<file path="config.mk">
export PLATFORM = sky130hd
export DESIGN_NAME = dct8x8_row_pack
export DESIGN_NICKNAME = d
export VERILOG_FILES = /design/src/rtl/dct8x8_row_pack.sv
export SDC_FILE = /design/constraint.sdc
export NUM_CORES = 1
export LEC_CHECK = 0
export ABC_AREA = 1
export CAP_MARGIN = 20
export CORE_ASPECT_RATIO = 0.7
export CORE_MARGIN = 4
export CORE_UTILIZATION = 30
export CTS_CLUSTER_SIZE = 10
export DETAILED_ROUTE_END_ITERATION = 8
export SETUP_SLACK_MARGIN = 0.3
export SLEW_MARGIN = 20
export SYNTH_ARGS = -nofsm -noshare
export SYNTH_HDL_FRONTEND = slang
export SYNTH_SLANG_ARGS = --single-unit
</file>
<file path="constraint.sdc">
create_clock -name clk -period 5 [get_ports clk]
set_clock_uncertainty 0.1 [all_clocks]
set_input_delay 1.5 -clock clk [delete_from_list [all_inputs] [get_ports clk]]
set_output_delay 1.5 -clock clk [all_outputs]
set_load 0.02 [all_outputs]
</file>
<file path="src/rtl/dct8x8_row_pack.sv">
// dct8x8_row_pack: converts pixels to signed lanes and packs 8 of them into one row
// word for the DCT transpose buffer. Define DCT8X8_ROW_PACK_LVL_SHIFT_EN for level shift.
// Revision: 1.0

`default_nettype none

module dct8x8_row_pack #(
    parameter int DATA_WIDTH = 8
) (
    input  logic                      clk,
    input  logic                      rst,
    input  logic                      pix_vld_i,
    input  logic [DATA_WIDTH-1:0]     pix_data_i,
    input  logic                      pix_sof_i,
    output logic                      pix_rdy_i,
    output logic                      pack_vld_o,
    output logic [16*DATA_WIDTH-1:0]  pack_data_o,
    input  logic                      pack_rdy_o,
    output logic                      pack_row_flag_o,
    output logic                      pack_last_o,
    output logic [2:0]                pack_row_o
);

    localparam int LANE_W = 2 * DATA_WIDTH;

    logic [LANE_W-1:0]            w_lane;
    logic                         w_accept;

    logic [2:0]                   col_cnt_q,  col_cnt_d;
    logic [2:0]                   row_cnt_q,  row_cnt_d;
    logic                         blk_flag_q, blk_flag_d;
    logic [7:0][LANE_W-1:0]       stage_q,    stage_d;
    logic                         out_vld_q,  out_vld_d;
    logic [7:0][LANE_W-1:0]       out_data_q, out_data_d;
    logic                         out_flag_q, out_flag_d;
    logic                         out_last_q, out_last_d;
    logic [2:0]                   out_row_q,  out_row_d;

`ifdef DCT8X8_ROW_PACK_LVL_SHIFT_EN
    localparam logic [LANE_W-1:0] LVL_OFFSET = {{(LANE_W-1){1'b0}}, 1'b1} << (DATA_WIDTH - 1);
    // Modular subtraction of the mid-scale value yields the sign-extended result directly.
    assign w_lane = {{DATA_WIDTH{1'b0}}, pix_data_i} - LVL_OFFSET;
`else
    assign w_lane = {{DATA_WIDTH{1'b0}}, pix_data_i};
`endif

    // Stall only when a row would complete into an occupied, non-draining output register.
    assign pix_rdy_i = !((col_cnt_q == 3'd7) && out_vld_q && !pack_rdy_o);
    assign w_accept  = pix_vld_i && pix_rdy_i;

    always_comb begin
        col_cnt_d  = col_cnt_q;
        row_cnt_d  = row_cnt_q;
        blk_flag_d = blk_flag_q;
        stage_d    = stage_q;
        out_vld_d  = out_vld_q;
        out_data_d = out_data_q;
        out_flag_d = out_flag_q;
        out_last_d = out_last_q;
        out_row_d  = out_row_q;

        if (out_vld_q && pack_rdy_o) begin
            out_vld_d = 1'b0;
        end

        if (w_accept) begin
            if (pix_sof_i) begin
                // Restart the block; the partial row is abandoned.
                stage_d[0] = w_lane;
                col_cnt_d  = 3'd1;
                row_cnt_d  = 3'd0;
                if (row_cnt_q != 3'd0) begin
                    blk_flag_d = !blk_flag_q;
                end
            end else begin
                stage_d[col_cnt_q] = w_lane;
                col_cnt_d          = col_cnt_q + 3'd1;
                if (col_cnt_q == 3'd7) begin
                    out_data_d    = stage_q;
                    out_data_d[7] = w_lane;
                    out_vld_d     = 1'b1;
                    out_row_d     = row_cnt_q;
                    out_last_d    = (row_cnt_q == 3'd7);
                    out_flag_d    = blk_flag_q;
                    row_cnt_d     = row_cnt_q + 3'd1;
                    if (row_cnt_q == 3'd7) begin
                        blk_flag_d = !blk_flag_q;
                    end
                end
            end
        end
    end

    always_ff @(posedge clk or posedge rst) begin
        if (rst) begin
            col_cnt_q  <= '0;
            row_cnt_q  <= '0;
            blk_flag_q <= 1'b0;
            stage_q    <= '0;
            out_vld_q  <= 1'b0;
            out_data_q <= '0;
            out_flag_q <= 1'b0;
            out_last_q <= 1'b0;
            out_row_q  <= '0;
        end else begin
            col_cnt_q  <= col_cnt_d;
            row_cnt_q  <= row_cnt_d;
            blk_flag_q <= blk_flag_d;
            stage_q    <= stage_d;
            out_vld_q  <= out_vld_d;
            out_data_q <= out_data_d;
            out_flag_q <= out_flag_d;
            out_last_q <= out_last_d;
            out_row_q  <= out_row_d;
        end
    end

    assign pack_vld_o      = out_vld_q;
    assign pack_data_o     = out_data_q;
    assign pack_row_flag_o = out_flag_q;
    assign pack_last_o     = out_last_q;
    assign pack_row_o      = out_row_q;

endmodule

`default_nettype wire

</file>
==> results by group <==
Timing
  • RSZ-0062 raised after global routing: false
  • Achievable Freq: 0.229 GHz
  • Final Hold Fails: 0
  • Setup violators final: 0
  • Worst slew pin tran: 0.797 ns
  • Max_slew headroom: 0.469
  • Post-layout min period: 4.36 ns
  • Post-route setup TNS: 0 ns
  • Fin. max-slew vios: 0
  • Tcrit/Tclk final: 0.873

Die
  • Initial Util: 0.304
  • Die area: 0.0224 mm2
  • Die Y: 126 um
  • Core area: 0.0197 mm2
  • Die W: 177 um
  • Ports: 148
  • Row count: 43

Power
  • Cell leakage power: 3.52 nW
  • Sequential share of power: 0.409
  • Peak supply drop: 0.000218 V
  • Clock power share: 0.302
  • Sw frac: 0.326
  • Internal Power: 2.63 mW
  • Comb pwr share: 0.289
  • Switching pwr: 1.27 mW
  • Pwr Density: 530 mW/mm2
  • Tot Pwr: 3.90 mW

Status
  • Outcome: finished, final reports clean

Synth
  • Largest cells by area after synthesis: dfrtp_1 (55%), nand2_1 (12%), buf_4 (8.1%)
  • Top_reg_cell synth: dfrtp_1
  • Mapped Avg Cell Area: 9.26 um2
  • Most frequent cells after synthesis: nand2_1 (190), dfrtp_1 (133), inv_1 (76)
  • Synthesized cell area: 0.00601 mm2
  • Mapped Cells: 649
  • Ys async rst share: 1.00
  • Netlist cell types: 21
  • Yosys top cell area share: 0.554
  • YS warnings: 0
  • Post-synth EDFFs: 0
  • FF+latch count, synth: 133
  • Proportion of synthesized chip area in sequential cells: 0.554
  • Most common cell in the netlist: nand2_1
  • Synth area leader: dfrtp_1

Layout
  • Layout cells sized above 1: 0.0724
  • Diode count: 0
  • Final #Nets: 752
  • Area Overhead vs Synth: 22.6%

Critical path
  • Req. time, crit path: 3.40 ns
  • Worst EP arrival: 2.76 ns
  • Startpoint Class: input pin
  • Critical path type: input pin to output pin
  • Critical-path maximum fanout: 4
  • Crit. End Element: output pin

Drt
  • DR DRC count: 0
  • Routed Antenna Nets: 0
  • Vias/cell: 3.99
  • Detailed-route via count: 4052
  • DR pass1 iterations: 4
  • WL/cell: 13.4 um
  • Initial DRC Count: 239
  • Routed WL: 13600 um

Clock network
  • Post-CTS setup buffer count: 0
  • Clock tree buffer depth: 2
  • Hold Buf Count CTS: 0
  • H-tree depth: 4
  • Reg clk slew, reported paths: 0.06 ns
  • CTS buffer count: 17
  • Worst skew pair latency: 0.42 ns
  • CTS resizes: 0
  • Clock root cell: clkbuf_16
  • CTS tree: built
  • CTS Sinks: 133

Min path
  • Hold Path Class: flip-flop to flip-flop

Placement
  • Hpwl dp: 9080 um
  • Count of input and output buffers: 83
  • Placer Congestion: 0.724

Global route
  • Vias in the first global route: 3928
  • GR Util All Layers: 0.125
  • Largest net degree at the start of global routing: 92
  • Global route overflow: 0
  • First-pass GRT wire length: 21500 um
  • Initial antenna violation count: 0

Job
  • MaxCap Viol Count: 0
==> routing by layer <==
metal	vias up	wire (um)	track usage	share of wire
li1	2067	-	-	-
met5	-	0	0	0
met1	1876	6980	0.185	0.51
met3	15	703	0.0363	0.052
met2	94	5770	0.172	0.42
met4	0	182	0.0459	0.013
==> registers in the layout (all words and copies together), names as in the netlist <==
name,count
col_cnt_q,3
pack_row_flag_o,1
row_cnt_q,3
pack_row_o,3
stage_q,56
pack_vld_o,1
pack_last_o,1
blk_flag_q,1
pack_data_o,64
==> power groups by stage <==
stage | Sequential (mW) | Clock, mW | Combinational, mW
global placement | 1.61 | 0 | 1.12
finish | 1.60 | 1.18 | 1.13
detailed placement | 1.61 | 0 | 1.14
floorplan | 1.77 | 0 | 0.544
global route | 1.64 | 1.25 | 1.26
CTS | 1.60 | 1.21 | 1.15
==> metrics by stage <==
step                hold slack, ns  instance area [um2]  setup slack (ns)  instances   util
floorplan                    0.342                 6250              1.67        712      -
global placement             0.355                 6820             0.624        985  0.345
detailed placement           0.358                 6820             0.630        985  0.345
CTS                          0.372                 7370             0.627       1016  0.373
global route                 0.398                 7370             0.562       1016  0.373
finish                       0.366                 7370             0.636       1016  0.373
==> layout by cell type (no fill, tap or decap) <==
master           Yosys  layout
clkinv_2             0       3
clkbuf_8             0       3
nand4_4              1       1
clkinvlp_4           0       4
o21ai_0             71      71
conb_1               1      64
inv_1               76      75
bufinv_16            0       1
nand3_4              1       1
nor2_2               3       3
o21ai_1             12      12
nor2_4               5       5
clkbuf_1             6       3
nand3_1             21      21
dfrtp_1            133     133
nand2_1            190     190
clkdlybuf4s50_1      0      83
ha_1                 5       5
clkbuf_16            0      17
buf_4               65       4
buf_12               0       1
nand3_2              5       5
clkinv_4             0       1
inv_2                3       3
nand2_2              2       2
nor2_1               2       2
o21bai_1            33      33
==> cell families after synthesis <==
family,synth area share
buffers and inverters,0.158
adders and majority gates,0.0104
AOI/OAI and AO/OA,0.110
other,0.000624
DFF,0.554
and+or+nand+nor,0.167
==> critical path: stages <==
cell and delay, ns:
clkdlybuf4s50_1 0.47, inv_1 0.06, nand3_2 0.11, clkdlybuf4s50_1 0.62
==> worst paths after layout <==
| check | from | endpoint | slack, ns | cells after the start |
|---|---|---|---|---|
| worst max-delay path | pack_rdy_o | pix_rdy_i | 0.64 | 4 |
| worst min-delay path | stage_q[49]$_DFFE_PP0P_ | stage_q[49]$_DFFE_PP0P_ | 0.37 | 2 |
| worst max register to register | col_cnt_q[0]$_DFFE_PP0P_ | stage_q[17]$_DFFE_PP0P_ | 2.70 | 7 |
| worst min register to register | stage_q[49]$_DFFE_PP0P_ | stage_q[49]$_DFFE_PP0P_ | 0.37 | 2 |
| max in group asynchronous | rst | pack_data_o[112]$_DFFE_PP0P_ | 2.73 | 3 |
| min in group asynchronous | rst | pack_data_o[36]$_DFFE_PP0P_ | 1.32 | 2 |
==> final cells by class <==
| cell class | instances | area (um2) |
|---|---|---|
| fill | 2037 | 12400 |
| sequential | 133 | 3330 |
| multi-input combinational | 415 | 1970 |
| timing repair buffer | 88 | 881 |
| clock buffer | 23 | 478 |
| tap | 270 | 338 |
| inverter | 79 | 300 |
| clock inverter | 8 | 76.3 |
(Power assumes the default switching activity.)
